<file path="config.mk">
export PLATFORM = sky130hd
export DESIGN_NAME = eq_compare_arbiter
export DESIGN_NICKNAME = d
export VERILOG_FILES = /design/src/rtl/eq_compare_arbiter.sv
export SDC_FILE = /design/constraint.sdc
export NUM_CORES = 1
export LEC_CHECK = 0
export ABC_AREA = 0
export CELL_PAD_IN_SITES_DETAIL_PLACEMENT = 0
export CELL_PAD_IN_SITES_GLOBAL_PLACEMENT = 1
export CORE_MARGIN = 2
export CORE_UTILIZATION = 31
export DETAILED_ROUTE_END_ITERATION = 8
export GPL_TIMING_DRIVEN = 0
export PLACE_DENSITY = 0.79
export SETUP_SLACK_MARGIN = 0.1
export SYNTH_ARGS = -nofsm -noshare
export SYNTH_HDL_FRONTEND = slang
export SYNTH_SLANG_ARGS = --single-unit
</file>
<file path="constraint.sdc">
create_clock -name clk -period 2.2 [get_ports clk]
set_input_delay 0.22 -clock clk [delete_from_list [all_inputs] [get_ports clk]]
set_output_delay 0.22 -clock clk [all_outputs]
set_load 0.005 [all_outputs]
</file>
<file path="src/rtl/eq_compare_arbiter.sv">
// Round-robin arbiter sharing one 4-bit equality comparator among N_REQ requesters.
// Optional saturating match counter on hit_cnt is built when EQ_HIT_COUNT_EN is defined.

module equality_comp (
   input  logic [3:0] A,
   input  logic [3:0] B,
   output logic       is_equal
);
   assign is_equal = (A == B);
endmodule

module eq_compare_arbiter #(
   parameter int N_REQ = 2,
   parameter int ID_W  = 1,
   parameter int CNT_W = 8
) (
   input  logic               clk,
   input  logic               rst_n,
   input  logic [N_REQ-1:0]   req_valid,
   input  logic [4*N_REQ-1:0] req_a,
   input  logic [4*N_REQ-1:0] req_b,
   output logic [N_REQ-1:0]   req_ready,
   output logic               rsp_valid,
   input  logic               rsp_ready,
   output logic [ID_W-1:0]    rsp_id,
`ifdef EQ_HIT_COUNT_EN
   output logic               rsp_equal,
   output logic [CNT_W-1:0]   hit_cnt
`else
   output logic               rsp_equal
`endif
);

   localparam int SW = ID_W + 1;
   localparam logic [SW-1:0] N_L = SW'(N_REQ);

   generate
      if (N_REQ < 2 || N_REQ > 4 || ID_W != $clog2(N_REQ) || CNT_W < 1) begin : g_bad_params
         $error("eq_compare_arbiter: illegal parameter combination");
      end
   endgenerate

   typedef enum logic {IDLE, BUSY} state_t;

   state_t          state_reg, state_next;
   logic [ID_W-1:0] rr_ptr_reg;
   logic [ID_W-1:0] rsp_id_reg;
   logic [3:0]      op_a_reg, op_b_reg;
   logic            is_equal;

   logic [3:0]      a_arr    [N_REQ];
   logic [3:0]      b_arr    [N_REQ];
   logic [ID_W-1:0] cand_idx [N_REQ];
   logic [ID_W-1:0] grant_id;
   logic            grant_any;
   logic            rsp_fire;
   logic [SW-1:0]   id_inc;
   logic [ID_W-1:0] rr_ptr_next;

   // cand_idx[k] is the requester examined k-th when searching from rr_ptr
   genvar gi;
   generate
      for (gi = 0; gi < N_REQ; gi++) begin : g_req
         logic [SW-1:0] sum;
         assign a_arr[gi]    = req_a[4*gi +: 4];
         assign b_arr[gi]    = req_b[4*gi +: 4];
         assign sum          = {1'b0, rr_ptr_reg} + SW'(gi);
         assign cand_idx[gi] = (sum >= N_L) ? ID_W'(sum - N_L) : sum[ID_W-1:0];
      end
   endgenerate

   always_comb begin
      grant_id  = '0;
      grant_any = 1'b0;
      for (int k = N_REQ - 1; k >= 0; k--) begin
         if (req_valid[cand_idx[k]]) begin
            grant_id  = cand_idx[k];
            grant_any = 1'b1;
         end
      end
   end

   equality_comp u_cmp (
      .A        (op_a_reg),
      .B        (op_b_reg),
      .is_equal (is_equal)
   );

   assign rsp_fire    = rsp_valid & rsp_ready;
   assign id_inc      = {1'b0, rsp_id_reg} + SW'(1);
   assign rr_ptr_next = (id_inc >= N_L) ? '0 : id_inc[ID_W-1:0];

   always_ff @(posedge clk or negedge rst_n) begin
      if (!rst_n) begin
         state_reg <= IDLE;
      end else begin
         state_reg <= state_next;
      end
   end

   always_comb begin
      state_next = state_reg;
      case (state_reg)
         IDLE:    if (grant_any) state_next = BUSY;
         BUSY:    if (rsp_ready) state_next = IDLE;
         default: state_next = IDLE;
      endcase
   end

   // Grant is gated by rst_n so no handshake can complete while reset is held
   always_comb begin
      req_ready = '0;
      rsp_valid = 1'b0;
      case (state_reg)
         IDLE:    if (grant_any && rst_n) req_ready[grant_id] = 1'b1;
         BUSY:    rsp_valid = 1'b1;
         default: ;
      endcase
   end

   always_ff @(posedge clk or negedge rst_n) begin
      if (!rst_n) begin
         rr_ptr_reg <= '0;
         rsp_id_reg <= '0;
         op_a_reg   <= '0;
         op_b_reg   <= '0;
      end else begin
         if (state_reg == IDLE && grant_any) begin
            op_a_reg   <= a_arr[grant_id];
            op_b_reg   <= b_arr[grant_id];
            rsp_id_reg <= grant_id;
         end
         if (rsp_fire) begin
            rr_ptr_reg <= rr_ptr_next;
         end
      end
   end

   assign rsp_id    = rsp_id_reg;
   assign rsp_equal = rsp_valid & is_equal;

`ifdef EQ_HIT_COUNT_EN
   logic [CNT_W-1:0] hit_cnt_reg;

   always_ff @(posedge clk or negedge rst_n) begin
      if (!rst_n) begin
         hit_cnt_reg <= '0;
      end else if (rsp_fire && rsp_equal && (hit_cnt_reg != '1)) begin
         hit_cnt_reg <= hit_cnt_reg + CNT_W'(1);
      end
   end

   assign hit_cnt = hit_cnt_reg;
`endif

endmodule

</file>
# --- Word-level counts from Yosys, hierarchy flattened ---
# Index checks and enable logic that the tools add are counted.
totals:
  register_bits: 11
  input_bits: 21
  out_inout_bits: 5
  word_cells: 50
classes:
  addsub: 4
  n_lt_le_gt_ge: 8
  n_eq_ne: 1
  mux: 25
  bitwise: 4
  n_reduce_logical: 3
ops:
  columns: ["cell", "n"]
  rows:
  - ["$mux 4", 6]
  - ["$mux 1", 15]
  - ["$ge 2x2->1 const B", 3]
  - ["$lt 1x2->1 const B", 3]
  - ["$add 1x1->2 const B", 2]
  - ["$eq 4x4->1", 1]
  - ["$mux 2", 2]
  - ["$logic_and 1x1->1", 3]
  - ["$and 1x1->1", 2]
  - ["$ge 1x2->1 const B", 1]
  - ["$not 1->2", 1]
  - ["$pmux 1 s2", 1]
  - ["$sub 1x1->1 const B", 2]
  - ["$demux 1 s1", 1]
  - ["$ge 1x1->1 const B", 1]
  - ["$not 1->1", 1]

# --- Longest topological paths before layout ---
# Gate-level depths: netlist (run 1).
depth:
  word_depth: 13
  mapped_depth: 4
  ltp_nobuf: 3

# --- By module ---
# From an unflattened synthesis (run 1), not the netlist that was laid out.
unflattened:
  hier_cells: 59
  area_unflattened_um2: 608.1
by_module_without_submodules:
  columns: ["mod", "instances", "cells_each", "area_each_um2", "seq_area_each_um2"]
  rows:
  - ["eq_compare_arbiter", 1, 54, 560.5, 275.3]
  - ["equality_comp", 1, 5, 47.5, 0.0]

# --- Worst setup path after synthesis (run 1) ---
# Ideal clock, no wire load.
synth_timing:
  kind: "register to output"
  startpoint: "register rr_ptr_reg"
  endpoint: "output port req_ready[0]"
  arrival_ns: 0.884
  required_ns: 1.980
  slack_ns: 1.096
  stages_incl_launch_ff: 5
  n_path_buf: 1
  cell_sequence: "dfrtp_1 > nand2b_1 > buf_4 > nand2_1 > and3_1"
synth_via:
  elab_chain_cells: 13
  elab_cells_between_ends: 23
  cone_classes: "add/sub (3); order compare (4); mux (14); reduce/logical (2)"
synth_rtl:
  columns: ["element", "line_no", "rtl"]
  rows:
  - ["start: declaration", "46", "logic [ID_W-1:0] rr_ptr_reg;"]
  - ["start signal: assignment", "134", "rr_ptr_reg <= rr_ptr_next;"]
  - ["$add 1x1->2", "67", "assign sum = {1'b0, rr_ptr_reg} + SW'(gi);"]
  - ["$ge 2x2->1 or $sub 1x1->1 (tied branches)", "68", "assign cand_idx[gi] = (sum >= N_L) ? ID_W'(sum - N_L) : sum[ID_W-1:0];"]
  - ["$mux 1", "68", null]
  - ["$mux 1 (not written as such) (2 in series)", "76", "if (req_valid[cand_idx[k]]) begin"]
  - ["$mux 1 (2 in series)", "76", null]
  - ["$lt 1x2->1 (not written as such) or $ge 1x1->1 (tied branches)", "115", "IDLE: if (grant_any && rst_n) req_ready[grant_id] = 1'b1;"]
  - ["$logic_and 1x1->1 (not written as such)", "115", null]
  - ["$mux 1 (not written as such)", "115", null]
  - ["$demux 1 s1", "115", null]
  - ["$mux 2 (*)", "115", null]
  - ["$mux 2 (*)", "114", "case (state_reg)"]
  - ["end: declaration", "22", "output logic [N_REQ-1:0] req_ready,"]
# Mark *: on every way between the ends. The rest lies on a longest branch, timed or not. The select of a mux whose other input is x is not followed.

# --- Worst setup path in the final report (run 1) ---
layout_timing:
  startpoint: "input port req_valid[1]"
  endpoint: "output port req_ready[1]"
layout_via:
  elab_chain_cells: 10
  elab_cells_between_ends: 16
  cone_classes: "order compare (2); mux (12); reduce/logical (2)"
layout_rtl:
  columns: ["element", "line_no", "rtl"]
  rows:
  - ["start: declaration", "19", "input logic [N_REQ-1:0] req_valid,"]
  - ["$mux 1 (not written as such) (2 in series)", "76", null]
  - ["$mux 1 (2 in series)", "76", null]
  - ["$lt 1x2->1 (not written as such) or $ge 1x1->1 (tied branches)", "115", null]
  - ["$logic_and 1x1->1 (not written as such)", "115", null]
  - ["$mux 1 (not written as such)", "115", null]
  - ["$demux 1 s1", "115", null]
  - ["$mux 2 (*)", "115", null]
  - ["$mux 2 (*)", "114", null]
# Marks and branches as above.

==> reports/results.ini, run 1 <==
[logic_synthesis]
synthCells=59
synth.mux.area_fraction_pct=0
ys_ff_latch=11
synth_fa_ha_area_share_pct=0
synth_simple_gate_area_share_pct=11.1
yosysWarnings=0
synth-compound-area-share_pct=32.2
synth.avg_cell_area_sq_um=10.2
synth_cell_types=20
yosys.area_share.xor_xnor_pct=5.85
yosysSeqAreaShare_pct=45.9
synth_top_family_by_area=compound AO/OA/AOI/OAI gates
syn_nets=80
mappedNetlistArea_sq_um=599

[grt]
grt_pass1_wl_microns=2260
track_usage_pct=14.7
grt_pass1_vias=544
antenna_found_initial=0
grt_max_degree=14
grt_overflow=0

[worst_setup_path]
r2r_slack_ns=1.00
worstReg2RegEnd=op_a_reg[3]
cpMostUsedCell=clkdlybuf4s50_1
worstPathArrival_ns=1.77
crit_buf_inv=3
crit_required_ns=1.98
cp_max_fo=10
crit_type=in2out
crit_family=buffers and inverters
max_stage_delay_ns=0.53
reg2reg_depth=4
rr_startpoint=state_reg
critPathLaunchType=primary input
cp-end-kind=output pin
worstPathCellList=clkdlybuf4s50_1, buf_4, nand2_1, nor3b_1, clkdlybuf4s50_1
cp_slowest_cell=clkdlybuf4s50_1

[sta]
skew_ns=0.00448
worst_pin_slew_ns=0.525
min_period_ns=1.99
finalSetupTns_ns=0
slew_headroom_pct=64.9
rsz0062_at_grt=yes
finalSetupViolations=0
finalHoldViolations=0
slew_viol_final=0
setup_ws_ns=0.215
max_freq_mhz=504
fin_crit_sh_pct=90.2

[job]
cap_violations=0

[detailed_routing]
drt-pass1-iter-count=4
via_count=592
wl_per_cell_microns=13.5
drtIter0Drc=12
vias_per_cell=5.19
drc=0
drtAntennaViolNets=0
routed_wl_microns=1540

[floorplanning]
core-area_sq_mm=0.00176
initial_utilization_pct=34.0
fp.dieArea_sq_mm=0.00230
io_pins=26
die_h_microns=48.0
die_w_microns=48.0
num_rows=15

[pwr]
p_int_mw=0.453
power.share.clock_pct=21.8
p_comb_share_pct=34.2
power.share.switching_pct=29.9
p_sw_mw=0.194
pwr-share-seq_pct=43.9
total_power_mw=0.647
irDropWorstVdd_mv=0.341
leakagePower_nw=0.376
p_per_area_mw_per_mm2=701

[cells_and_area]
multi_input_area_sq_um=294
drive_gt1_share_pct=10.1
instances_no_fill=114
final_common_cell=clkdlybuf4s50_1
nets=111
area_delta_synth_final_pct=53.9
final_cell_mix=clkdlybuf4s50_1, dfrtp_1, o21ai_0, a31oi_1, a2bb2oi_1
diodes=0
seqCellArea_sq_um=275
fill_cells=187

[clock_network]
cts_tree=built
clk_latency_ns=0.27
cts_made_buffers=3
clk_pin_slew_worst_paths_ns=0.07
root_buffer=clkbuf_4
h-tree-depth=1
clockBufferDepth=2
cts.sinks=11

[hold_path]
holdPathStages=3
hold_class=in2reg
hold_start=req_valid[0]
holdPathEnd=state_reg

[place]
gp_congestion=0.726
post-place-cells=109
dpl.hpwl_microns=1080
dp_slack_ns=0.138
portBuffers=25

[status]
status=finished, final reports clean

-- cell families after synthesis --
group | count (synthesis)
compound gates | 29
xor+xnor | 4
buf+inv | 4
flops | 11
simple gates | 11
-- power groups by stage --
stage	Clock [mW]	Combinational, mW	Sequential, mW
after floorplan	0	0.131	0.281
after global placement	0	0.218	0.287
after detailed placement	0	0.221	0.287
after CTS	0.145	0.222	0.284
after global routing	0.157	0.241	0.290
final	0.141	0.221	0.284
-- metrics by stage --
step	hold WS (ns)	utilization (%)	instance area (sq um)
global route	0.409	52.3	922
finish	0.343	52.3	922
global placement	0.481	49.9	881
CTS	0.325	51.4	907
detailed placement	0.481	49.9	881
floorplan	-0.0756	-	599
-- layout make-up --
class | count | share of cell area (%)
inverter | 1 | 0.407
buffer | 3 | 2.85
timing repair buffer | 26 | 28.8
tap | 25 | 3.39
clock buffer | 4 | 2.85
sequential | 11 | 29.9
multi-input combinational | 44 | 31.9
-- Yosys cell counts --
master	count	area share [%]
a21oi_1	2	1.7
a2bb2oi_1	8	12
a31oi_1	9	9.4
and2b_2	1	1.5
and3_1	1	1.0
buf_4	2	2.5
buf_6	1	1.9
dfrtp_1	11	46
inv_1	1	0.63
nand2_1	3	1.9
nand2b_1	1	1.0
nor2_1	1	0.63
nor2_4	1	1.9
nor3_1	1	0.83
nor3b_1	1	1.3
nor4_1	1	1.0
o21ai_0	9	7.5
o21bai_2	1	1.9
xnor2_1	1	1.5
xor2_1	3	4.4
-- repair_timing --
action,4_1_cts,5_1_grt
gates resized for setup,0,2
setup endpoints to repair,0,2
endpoints found under the hold margin,0,11
hold buffers,0,1
setup buffers,0,0
-- worst max path at each step --
stage,start,endpoint,cells past startpoint
2_1_floorplan,rr_ptr_reg,req_ready[0],4
3_3_place_gp,rst_n,req_ready[1],3
3_5_place_dp,rst_n,req_ready[1],3
4_1_cts,rst_n,req_ready[1],3
5_1_grt,req_valid[1],req_ready[1],5
6_report,req_valid[1],req_ready[1],5
-- routing by layer --
metal  track usage (%)  part of all wire (%)  vias to the layer above
met5                 0                     0                        -
met4              3.24                  0.78                        0
met3              7.17                   7.1                        2
met2              24.0                    48                       24
met1              17.6                    44                      280
li1                  -                     -                      286
-- tightest hold or removal path: cells and delay by family --
| family | cells | cell delay, ns |
|---|---|---|
| AO/OA/AOI/OAI | 1 | 0.10 |
| buffers and inverters | 1 | 0.19 |
| AND/OR/NAND/NOR | 1 | 0.07 |
(Power assumes the default switching activity.)
==> run 2: changes to the inputs <==
CELL_PAD_IN_SITES_DETAIL_PLACEMENT = not set   (was 0)
CELL_PAD_IN_SITES_GLOBAL_PLACEMENT = not set   (was 1)
CORE_UTILIZATION = 43   (was 31)
PLACE_DENSITY = 0.8   (was 0.79)
==> reports/results.ini, run 2 (synthesis results as in run 1) <==
[status]
status=finished, final reports clean

[detailed_routing]
drt-pass1-iter-count=4  ; unchanged
vias_per_cell=5.76  ; +11%
drtAntennaViolNets=0  ; unchanged
via_count=599  ; +1.2%
drtIter0Drc=6  ; -6
drc=0  ; unchanged
wl_per_cell_microns=14.8  ; +9.5%
routed_wl_microns=1530  ; -0.13%

[grt]
grt_max_degree=14  ; unchanged
antenna_found_initial=0  ; unchanged
grt_overflow=0  ; unchanged
grt_pass1_vias=494  ; -9.2%
grt_pass1_wl_microns=2160  ; -4.3%
track_usage_pct=20.4  ; +5.6 points

[worst_setup_path]
max_stage_delay_ns=0.56  ; +0.03 ns
crit_family=buffers and inverters
cp-end-kind=output pin
cpMostUsedCell=clkdlybuf4s50_1
crit_buf_inv=2  ; -1
worstPathCellList=clkdlybuf4s50_1, nor2_1, nor2_4, and3_1, clkdlybuf4s50_1
critPathLaunchType=primary input
crit_type=in2out
cp_slowest_cell=clkdlybuf4s50_1
cp_max_fo=9  ; -1
worstPathArrival_ns=1.76  ; about the same
crit_required_ns=1.98  ; about the same

[pwr]
power.share.clock_pct=22.8  ; +1.0 points
total_power_mw=0.658  ; +1.7%
p_int_mw=0.454  ; +0.18%
p_per_area_mw_per_mm2=720  ; +2.7%
power.share.switching_pct=31.0  ; +1.1 points
irDropWorstVdd_mv=0.451  ; +32%
leakagePower_nw=0.377  ; +0.33%
p_sw_mw=0.204  ; +5.4%
pwr-share-seq_pct=43.3  ; -0.6 points
p_comb_share_pct=33.9  ; -0.3 points

[cells_and_area]
drive_gt1_share_pct=10.1  ; unchanged
diodes=0  ; unchanged
fill_cells=110  ; -41%
final_cell_mix=clkdlybuf4s50_1, dfrtp_1, o21ai_0, a31oi_1, a2bb2oi_1
instances_no_fill=104  ; -8.8%
nets=111  ; unchanged
final_common_cell=clkdlybuf4s50_1
area_delta_synth_final_pct=52.4

[sta]
min_period_ns=1.98  ; -0.00184 ns
finalSetupViolations=0  ; unchanged
finalHoldViolations=0  ; unchanged
max_freq_mhz=504  ; about the same
rsz0062_at_grt=no
worst_pin_slew_ns=0.517  ; -0.00768 ns
slew_headroom_pct=65.4  ; +0.51 points
fin_crit_sh_pct=90.2  ; about the same
skew_ns=0.00911  ; +0.00462 ns
setup_ws_ns=0.216  ; +0.00184 ns
slew_viol_final=0  ; unchanged
finalSetupTns_ns=0  ; unchanged

[place]
dp_slack_ns=0.117  ; -0.0210 ns
gp_congestion=0.695  ; -4.3%
dpl.hpwl_microns=1070  ; -0.92%
post-place-cells=99  ; -9.2%
portBuffers=25  ; unchanged

[floorplanning]
num_rows=13  ; -2
initial_utilization_pct=46.1  ; +12 points
fp.dieArea_sq_mm=0.00171  ; -26%
die_w_microns=41.3  ; -14%
die_h_microns=41.3  ; -14%
core-area_sq_mm=0.00130  ; -26%
io_pins=26  ; unchanged

[clock_network]
post_cts.repair.setup_buffers=0  ; unchanged
root_buffer=clkbuf_4
clk_pin_slew_worst_paths_ns=0.07  ; about the same
h-tree-depth=1  ; unchanged
cts.sinks=11  ; unchanged
clockBufferDepth=2  ; unchanged
clk_latency_ns=0.28  ; about the same
cts_made_buffers=3  ; unchanged
cts_tree=built

[job]
cap_violations=0  ; unchanged

[hold_path]
hold_class=in2reg

-- run 2: cell counts in the layout (fill, tap and decap cells not counted) --
Identical to the previous run, type by type.
-- run 2: worst min-delay path, delay by kind of cell --
kind                   cells  cell delay (ns)
buffers and inverters      1             0.18
AOI/OAI and AO/OA          1             0.10
and+or+nand+nor            1             0.07
-- run 2: area by class of cell --
type,instances,area [sq um],area share [%]
clock buffers,4,26.3,2.88
inverters,1,3.75,0.411
well taps,15,18.8,2.05
plain buffers,3,30.0,3.29
multi-input cells,44,294,32.2
flip-flops and latches,11,275,30.1
repair buffers,26,265,29.0
-- run 2: per-layer routing --
metal | share of wire [%] | track usage, %
met5 | 0 | 0
met4 | 1.6 | 9.68
met3 | 3.3 | 3.19
met2 | 46 | 28.5
met1 | 49 | 30.4
-- run 2: worst paths after layout --
path	startpoint	end	slack [ns]	cells past startpoint
setup / recovery	req_valid[1]	req_ready[0]	0.22	5
min in group asynchronous	rst_n	op_b_reg[0]	0.49	2
hold reg to reg	rsp_id	rr_ptr_reg	0.50	1
setup reg to reg	state_reg	op_a_reg[1]	0.98	4
hold / removal	req_valid[0]	state_reg	0.33	3
max in group asynchronous	rst_n	state_reg	1.36	2
-- run 2: power groups by stage --
stage | registers, mW | logic (mW) | clock network (mW)
finish | 0.285 | 0.223 | 0.150
global route | 0.291 | 0.241 | 0.157
CTS | 0.284 | 0.222 | 0.147
detailed placement | 0.287 | 0.220 | 0
global placement | 0.286 | 0.218 | 0
floorplan | 0.281 | 0.131 | 0
-- run 2: what timing repair did --
| action | 4_1_cts | 5_1_grt |
|---|---|---|
| endpoints found under the setup margin | 0 | 2 |
| hold endpoints to repair | 0 | 11 |
| resized for setup | 0 | 3 |
| hold buffers | 0 | 1 |
-- run 2: through the flow --
stage | hold slack [ns] | util (%) | instance area, sq um
2_1_floorplan | -0.0756 | - | 599
3_3_place_gp | 0.485 | 66.7 | 868
6_report | 0.333 | 70.2 | 913
5_1_grt | 0.379 | 70.2 | 913
4_1_cts | 0.312 | 68.8 | 895
3_5_place_dp | 0.491 | 66.7 | 868
